--- config.mk ---
export PLATFORM = sky130hd
export DESIGN_NAME = corr_event_collector
export DESIGN_NICKNAME = d
export VERILOG_FILES = /design/src/rtl/corr_event_collector.sv
export SDC_FILE = /design/constraint.sdc
export NUM_CORES = 1
export LEC_CHECK = 0
export CORE_MARGIN = 1
export CORE_UTILIZATION = 43
export CTS_BUF_LIST = sky130_fd_sc_hd__clkbuf_16
export DETAILED_ROUTE_END_ITERATION = 10
export GPL_TIMING_DRIVEN = 0
export SETUP_SLACK_MARGIN = 0.1
export SLEW_MARGIN = 20
export SYNTH_ARGS = -nofsm -noshare
export SYNTH_HDL_FRONTEND = slang
export SYNTH_SLANG_ARGS = --single-unit
--- constraint.sdc ---
create_clock -name clk -period 8.65 [get_ports clk]
set_input_delay 1.2975 -clock clk [delete_from_list [all_inputs] [get_ports clk]]
set_output_delay 1.2975 -clock clk [all_outputs]
set_load 0.01 [all_outputs]
--- src/rtl/corr_event_collector.sv ---
// Collects correlator CorrelationSeen rising edges into an event FIFO drained over the register bus.
// Optional `CORR_EVT_TIMESTAMP_EN stores the SampleCount timestamp with each entry.
module corr_event_collector #(
    parameter int unsigned DEPTH = 16,
    parameter logic [31:0] BASE  = 32'hFE000900
) (
    input  logic        clk,
    input  logic        rst,
    input  logic [31:0] addr,
    input  logic [31:0] Wdata,
    input  logic        write,
    input  logic        read,
    output logic [31:0] Rdata,
    input  logic [31:0] CorrSeen,
    input  logic [31:0] SampleCount,
    output logic        irq
);
    localparam int unsigned AW = $clog2(DEPTH);
    localparam int unsigned CW = AW + 1;
`ifdef CORR_EVT_TIMESTAMP_EN
    localparam int unsigned EW = 37;
`else
    localparam int unsigned EW = 5;
`endif

    logic [31:0]   cur_q, prev_q, pending_q, pending_d, sticky_q, mask_q;
    logic          enable_q, irq_en_q, overflow_q, irq_q;
    logic [7:0]    level_q;
    logic [15:0]   drop_q, drop_d;
    logic [AW-1:0] wptr_q, rptr_q;
    logic [CW-1:0] count_q;
    logic [EW-1:0] mem [DEPTH];

    logic          hit;
    logic [2:0]    idx;
    logic          wr_ctrl, wr_mask, wr_sticky, wr_level, clear, pop;
    logic          empty, full, push, do_write, ovf_drop, irq_d;
    logic [31:0]   cap, merged, scan_oh;
    logic [4:0]    scan_idx;
    logic [5:0]    merge_cnt;
    logic [16:0]   drop_sum;
    logic [7:0]    level_eff;
    logic [EW-1:0] entry, head;
    logic [31:0]   head_ts, rdata_mux;

    assign hit       = (addr[31:5] == BASE[31:5]) && (addr[1:0] == 2'b00);
    assign idx       = addr[4:2];
    assign wr_ctrl   = write && hit && (idx == 3'd0);
    assign wr_mask   = write && hit && (idx == 3'd2);
    assign wr_sticky = write && hit && (idx == 3'd3);
    assign wr_level  = write && hit && (idx == 3'd7);
    assign clear     = wr_ctrl && Wdata[2];

    assign empty = (count_q == '0);
    assign full  = (count_q == CW'(DEPTH));
    assign pop   = read && hit && (idx == 3'd5) && !empty;

    // Edge detect on the registered copy; cur_q/prev_q both reset to 0.
    assign cap     = cur_q & ~prev_q & mask_q & {32{enable_q}};
    assign scan_oh = pending_q & (~pending_q + 32'd1);
    assign merged  = cap & pending_q & ~scan_oh;

    always_comb begin
        scan_idx  = '0;
        merge_cnt = '0;
        for (int i = 31; i >= 0; i--) begin
            if (pending_q[i]) scan_idx = 5'(i);
            merge_cnt = merge_cnt + 6'(merged[i]);
        end
    end

    assign push     = |pending_q;
    assign do_write = push && (!full || pop) && !clear;
    assign ovf_drop = push && full && !pop;

    assign pending_d = clear ? '0 : ((pending_q & ~scan_oh) | cap);
    assign drop_sum  = {1'b0, drop_q} + 17'(merge_cnt) + 17'(ovf_drop);
    assign drop_d    = drop_sum[16] ? 16'hFFFF : drop_sum[15:0];

    assign level_eff = (level_q == 8'd0) ? 8'd1 : level_q;
    assign irq_d     = irq_en_q && ((8'(count_q) >= level_eff) || overflow_q);
    assign irq       = irq_q;

`ifdef CORR_EVT_TIMESTAMP_EN
    assign entry   = {SampleCount, scan_idx};
    assign head    = mem[rptr_q];
    assign head_ts = head[36:5];
`else
    logic unused_sample_count;
    assign unused_sample_count = ^SampleCount;
    assign entry   = scan_idx;
    assign head    = mem[rptr_q];
    assign head_ts = 32'd0;
`endif

    always_ff @(posedge clk) begin
        if (do_write) mem[wptr_q] <= entry;
    end

    always_ff @(posedge clk or posedge rst) begin
        if (rst) begin
            cur_q      <= '0;
            prev_q     <= '0;
            pending_q  <= '0;
            sticky_q   <= '0;
            mask_q     <= '1;
            enable_q   <= 1'b0;
            irq_en_q   <= 1'b0;
            overflow_q <= 1'b0;
            irq_q      <= 1'b0;
            level_q    <= 8'd1;
            drop_q     <= '0;
            wptr_q     <= '0;
            rptr_q     <= '0;
            count_q    <= '0;
        end else begin
            cur_q     <= CorrSeen;
            prev_q    <= cur_q;
            pending_q <= pending_d;
            sticky_q  <= (sticky_q & ~(wr_sticky ? Wdata : 32'd0)) | cap;
            irq_q     <= irq_d;
            if (wr_ctrl) begin
                enable_q <= Wdata[0];
                irq_en_q <= Wdata[1];
            end
            if (wr_mask)  mask_q  <= Wdata;
            if (wr_level) level_q <= Wdata[7:0];
            if (clear) begin
                wptr_q     <= '0;
                rptr_q     <= '0;
                count_q    <= '0;
                overflow_q <= 1'b0;
                drop_q     <= '0;
            end else begin
                if (do_write) wptr_q <= wptr_q + AW'(1);
                if (pop)      rptr_q <= rptr_q + AW'(1);
                count_q <= count_q + CW'(do_write) - CW'(pop);
                if (ovf_drop) overflow_q <= 1'b1;
                drop_q <= drop_d;
            end
        end
    end

    always_comb begin
        rdata_mux = '0;
        case (idx)
            3'd0: rdata_mux = {30'd0, irq_en_q, enable_q};
            3'd1: rdata_mux = {21'd0, overflow_q, full, empty, 8'(count_q)};
            3'd2: rdata_mux = mask_q;
            3'd3: rdata_mux = sticky_q;
            3'd4: rdata_mux = empty ? 32'd0 : head_ts;
            3'd5: rdata_mux = empty ? 32'd0 : {1'b1, 26'd0, head[4:0]};
            3'd6: rdata_mux = {16'd0, drop_q};
            3'd7: rdata_mux = {24'd0, level_q};
            default: rdata_mux = '0;
        endcase
    end

    assign Rdata = (read && hit && !rst) ? rdata_mux : 32'd0;

endmodule
; ---- Word level (Yosys, flattened, before mapping)
; Memory sizes are Yosys's and may differ from the RTL's.
; Cells that the tools add are included.
[totals]
reg_bits = 201
ramBits = 80
inputBits = 132
output_inout_bits = 33
word_cells = 157
memories = 1
[mem_list]
columns = name, depth, width, read_ports, rd_ports_with_merged_regs, write_ports, line_no
row1 = mem, 16, 5, 1, 0, 1, 32  ; logic [EW-1:0] mem [DEPTH];
[op_classes]
addsub = 38
order_cmp = 1
n_eq_ne = 9
n_mux = 49
n_bitwise = 14
reduce_logical = 31
[op_table]
columns = op, count
row1 = $and A32 B32 Y32, 8
row2 = $pmux W32 S8, 1
row3 = $mux W5, 33
row4 = $add A6 B1 Y6, 26
row5 = $mux W32, 4
row6 = $not A32 Y32, 4
row7 = $or A32 B32 Y32, 2
row8 = $add A32 B1 Y32 const B, 1
row9 = $mux W16, 2
row10 = $reduce_or A32 Y1, 1
row11 = $eq A27 B27 Y1 const B, 1
row12 = $add A16 B6 Y17, 1
row13 = $add A17 B1 Y17, 1
row14 = $logic_and A1 B1 Y1, 16
row15 = $mux W4, 4
row16 = $eq A3 B3 Y1 const B, 4
row17 = $add A4 B1 Y4 const B, 2
row18 = $ge A5 B8 Y1, 1
row19 = $logic_not A8 Y1, 1
row20 = $mux W8, 1
row21 = $add A5 B1 Y6, 1
row22 = $eq A3 B2 Y1 const B, 2
row23 = $reduce_bool A2 Y1, 3
row24 = $add A4 B1 Y5, 1
row25 = other kinds (13), 21

; ---- Longest topological paths before layout
[logic_depth]
ltp_word = 41
ltp_mapped = 25
ltp_nobuf = 24

; ---- Worst setup path after synthesis
; Ideal clock, no wire load.
[synth_path]
path_kind = input to output
from = input port rst
to = output port Rdata[0]
t_arrival_ns = 6.744
slack_ns = 0.608
stages = 3
path_cell_list = inv_1 > nand4_1 > nor3_1
[synth_between]
elab_chain_len = 3
[synth_rtl]
columns = item, line_no
row1 = start: declaration, 8  ; input logic rst,
row2 = $logic_not A1 Y1, 159  ; assign Rdata = (read && hit && !rst) ? rdata_mux : 32'd0;
row3 = $logic_and A1 B1 Y1, 159
row4 = $mux W32, 159
row5 = end: declaration, 13  ; output logic [31:0] Rdata,
; No other way between the ends.

; ---- Worst setup path after layout
[layout_path]
from = input port addr[5]
to = register drop_q[1]
[layout_between]
elab_chain_len = 10
word_cells_on_any_way = 13
cone_classes = add/sub: 1 / eq/ne: 1 / mux: 2 / reduce/logical: 9
[layout_rtl]
columns = item, line_no
row1 = start: declaration, 9  ; input logic [31:0] addr,
row2 = $eq A27 B27 Y1 *, 46  ; assign hit = (addr[31:5] == BASE[31:5]) && (addr[1:0] == 2'b00);
row3 = $logic_and A1 B1 Y1 *, 46
row4 = $logic_and A1 B1 Y1 (3 in a row), 56  ; assign pop = read && hit && (idx == 3'd5) && !empty;
row5 = $logic_not A1 Y1, 74  ; assign ovf_drop = push && full && !pop;
row6 = $logic_and A1 B1 Y1, 74
row7 = $add A17 B1 Y17, 77  ; assign drop_sum = {1'b0, drop_q} + 17'(merge_cnt) + 17'(ovf_drop);
row8 = $mux W16, 78  ; assign drop_d = drop_sum[16] ? 16'hFFFF : drop_sum[15:0];
row9 = $mux W16 *, 128  ; if (clear) begin
row10 = end signal: assignment, 139  ; drop_q <= drop_d;
row11 = end: declaration, 29  ; logic [15:0] drop_q, drop_d;
; Every way passes the cells marked *; elsewhere a longest branch is shown, timed or not.
; A chain may end at the register's enable or synchronous reset.

==> reports/results.txt <==
The total count of hold-check failures in the final report is 0. Post-place instance area: 0.0156 mm². For the achievable frequency, the log shows 0.122 GHz. Most numerous cell on the critical path: sky130_fd_sc_hd__fa_1. The power per cell area is 180 mW/mm². Sorting the synthesized cells by area gives the leading types as sky130_fd_sc_hd__dfrtp_1 31%, sky130_fd_sc_hd__edfxtp_1 18%, sky130_fd_sc_hd__dfstp_2 6.3%. The region available for standard cell placement spans 0.0309 mm². The synthesized design spends more area on one cell type than any other, namely sky130_fd_sc_hd__dfrtp_1. In the routed design, unresolved DRC markers number 0. The tools report the buffers inserted during post-CTS setup optimization as 0.

The slowest stage of the critical path is the sky130_fd_sc_hd__fa_1 cell. The number of instances in the synthesized netlist came out at 1089. The share of synthesized area occupied by flip-flops and latches is 54.7%, and the unique cell type count in the Yosys netlist is 79. Global routing consumed, over all layers together, 22.2% of the routing resources. Routability-driven placement finished with a final weighted congestion of 0.898. Counting both buffers and inverters, the worst setup path holds a total of 6. Counting along the longest clock path gives a buffer depth of 3. For this design the static power due to leakage is 7.10 nW. The first global-routing pass estimated 55.5 mm of wire.

The final count of pins violating max slew was 0; the delay contributed by the slowest stage of the critical path was 0.55 ns. Before antenna repair, the detailed router went through 5 iterations. The sequential cell area is 0.00747 mm², and the layout cell share with drive strength beyond 1 is 17.0%. The floorplan step set the die width to 180 µm. The synthesis-to-layout area growth works out to 21.8%. VDD sags by at most 143 µV.

The root buffer cell chosen for the clock tree is sky130_fd_sc_hd__clkbuf_16. For this block, the routed nets add up to 34.8 mm of wire. STA puts the critical path data arrival time at 8.65 ns.

The flop and latch count out of synthesis is 281, and the number of vias per cell is 5.49. 165 I/O pins were placed. By instance count, the leading cell after synthesis is sky130_fd_sc_hd__dfrtp_1. The total grt overflow is 0.

The tools report the number of antenna violations at the first check in global routing as 1. Largest delay contributor family on the critical path: adder cells. TritonCTS built the clock tree. The non-filler instance count after layout was 1681; the number of flops mapped to enable cells by yosys was 80. The deepest level of the CTS H-tree was 1; the antenna diode instance count was 0.

The most used flip-flop cell after synthesis is sky130_fd_sc_hd__dfrtp_1. The tools report the placed wire-length estimate after detailed placement as 25.6 mm. The via count of the first global-routing pass was 9632.

The ratio of final minimum period to clock period was 94.5%. Worst path required time: 9.12 ns. The number of max-capacitance violations reported is 0. The cell total after placement came out at 1623. The critical path goes through clkdlybuf4s50_1 > or4b_1 > and4bb_2 > nand4_4 > inv_1 > nor3b_1 > fa_1 > inv_1 > fa_1 > fa_1 > fa_1 > inv_1 > fa_1 > inv_1 > fa_1 > fa_1 > nor2b_1 > o31a_1 > o2111ai_1 > nor2_1 > clkinv_1 > a21oi_1.

The transition time of the tightest slew-check pin was 0.946 ns. Setup violations remaining at the end of the flow were counted as 0. On the final layout, the worst clock skew is 0.0123 ns. The share of the synthesized area in the top cell type was 30.8%.

Number of nets at the end of the flow: 1453. Final standard cell area without fillers: 0.0166 mm². The tools report the launching element type of the critical path as an input port. Gates resized during post-CTS repair numbered 0. Setup repair after global routing left no endpoint under its margin. After detailed routing, the average wire length per cell comes to 20.7 µm.

The post-route antenna net violation count was 0. In this run the worst path has a maximum fanout of 9. TritonCTS created 31 clock buffers.

In this run the worst hold path is classified as reg2reg. The pin count of the biggest net entering global routing is 92. Fill cells in the final layout number 2681. The commonest cells after synthesis are 168 x sky130_fd_sc_hd__dfrtp_1, 117 x sky130_fd_sc_hd__nor2_1, 80 x sky130_fd_sc_hd__edfxtp_1, 78 x sky130_fd_sc_hd__nand2_1, 64 x sky130_fd_sc_hd__inv_1. The tools report the combined area of all synthesized cells as 0.0137 mm². The critical path start-end classification is in2reg. STA classifies the critical path endpoint as a register. Once the floorplan was initialized, standard cells occupied 44.2% of the core.

The later pin in the worst-skew pair is clocked with a latency of 0.56 ns. After clock tree synthesis, the flow added hold-fix buffers numbering 0. The smallest clock period supported by the final layout is computed as 8.18 ns. Summing all multi-input logic gate instances after layout gives 0.00572 mm². Row generation in the floorplan step produced 64 rows.

The clock-pin slew on the worst setup and hold paths was 0.07 ns. From bottom edge to top edge, the die measures 180 µm. After synthesis, the mean cell area works out to 12.5 µm². When the netlist entered floorplanning its net count stood at 1282. The count of buffers from port buffering is 131.

The number of DRC markers in iteration 0 came out at 699. The area of the die was 0.0325 mm². The run gives 36.9% as the headroom to the max-slew limit. Count of clock tree sinks: 281. For this run, the number of Yosys warnings is 0. For the total power, the log shows 2.99 mW.

The total number of vias was 9221. In the synthesized netlist the async set-or-reset flop fraction comes to 71.5%. The flow ran to the end, and the final reports show no timing, DRC or antenna violations.
-- power by group --
part,internal (mW),total [mW],switching [mW],leakage [nW]
logic,0.119,0.242,0.123,3.36
clock network,0.797,1.33,0.534,0.522
registers,1.39,1.42,0.0249,3.22
-- worst paths after layout --
path	endpoint	slack, ns	from	depth (start not counted)
max in group asynchronous	mask_q[22]	6.33	rst	4
worst max register to register	drop_q[1]	0.70	count_q[2]	24
min in group asynchronous	wptr_q[3]	1.18	rst	2
worst min register to register	prev_q[11]	0.37	cur_q[11]	0
worst min-delay path	prev_q[11]	0.37	cur_q[11]	0
worst max-delay path	drop_q[1]	0.47	addr[5]	22
-- layer usage --
layer	wire length, µm	GRT usage [%]	share of wire (%)
met2	16100	35.1	46
met3	1910	3.58	5.5
met1	16000	31.8	46
met5	0	0	0
met4	833	5.74	2.4
-- area by class of cell --
| class | count | area share, % |
|---|---|---|
| timing repair buffer | 138 | 8.50 |
| buffer | 47 | 1.56 |
| tap | 396 | 2.98 |
| sequential | 281 | 44.9 |
| multi-input combinational | 696 | 34.4 |
| clock inverter | 27 | 1.53 |
| clock buffer | 31 | 4.66 |
| inverter | 65 | 1.51 |
-- registers in the layout (all words and copies together) (netlist names), 5 cells and up --
| signal | flops |
|---|---|
| mask_q | 32 |
| cur_q | 32 |
| sticky_q | 32 |
| count_q | 5 |
| pending_q | 32 |
| mem | 80 |
| drop_q | 16 |
| level_q | 8 |
| prev_q | 32 |
-- logic make-up after synthesis --
kind of cell	after synthesis	synth area share, %
AND/OR/NAND/NOR	359	14.9
flip-flops	281	54.7
AO/OA/AOI/OAI	174	8.24
buffers and inverters	112	3.67
multiplexers	84	10.2
adder cells (fa/ha/maj)	61	7.13
XOR/XNOR	17	1.09
other	1	0.0275
-- layout by cell type, fill, tap and decap left out, types with 8 or more instances in the layout --
cell type and n:
sky130_fd_sc_hd__dfrtp_1 168, sky130_fd_sc_hd__clkdlybuf4s50_1 131, sky130_fd_sc_hd__nor2_1 117, sky130_fd_sc_hd__edfxtp_1 80
sky130_fd_sc_hd__nand2_1 78, sky130_fd_sc_hd__inv_1 69, sky130_fd_sc_hd__a21oi_1 58, sky130_fd_sc_hd__ha_1 33
sky130_fd_sc_hd__dfstp_2 33, sky130_fd_sc_hd__a21o_1 31, sky130_fd_sc_hd__mux4_2 31, sky130_fd_sc_hd__clkbuf_16 31
sky130_fd_sc_hd__o21ai_0 30, sky130_fd_sc_hd__and4b_1 30, sky130_fd_sc_hd__mux2_4 30, sky130_fd_sc_hd__fa_1 28
sky130_fd_sc_hd__nand3_1 24, sky130_fd_sc_hd__clkbuf_1 21, sky130_fd_sc_hd__a22oi_1 15, sky130_fd_sc_hd__nor3_1 14
sky130_fd_sc_hd__or2_2 13, sky130_fd_sc_hd__buf_2 12, sky130_fd_sc_hd__mux2_2 12, sky130_fd_sc_hd__mux2i_1 11
sky130_fd_sc_hd__buf_6 10, sky130_fd_sc_hd__nor2b_1 9, sky130_fd_sc_hd__clkinv_1 9, sky130_fd_sc_hd__xnor2_1 9
sky130_fd_sc_hd__nor4_1 8, sky130_fd_sc_hd__xor2_1 8
-- per-stage QoR --
| stage | setup TNS, ns | hold WS, ns | utilization [%] | setup WS [ns] |
|---|---|---|---|---|
| floorplan | 0 | 0.347 | - | 0.608 |
| global placement | -196.89 | 0.361 | 50.0 | -3.50 |
| detailed placement | -1.50 | 0.357 | 50.5 | -0.184 |
| CTS | 0 | 0.377 | 53.8 | 0.345 |
| global route | 0 | 0.385 | 53.8 | 0.112 |
| finish | 0 | 0.371 | 53.8 | 0.473 |
No activity file was read; power rests on OpenSTA's default activity.
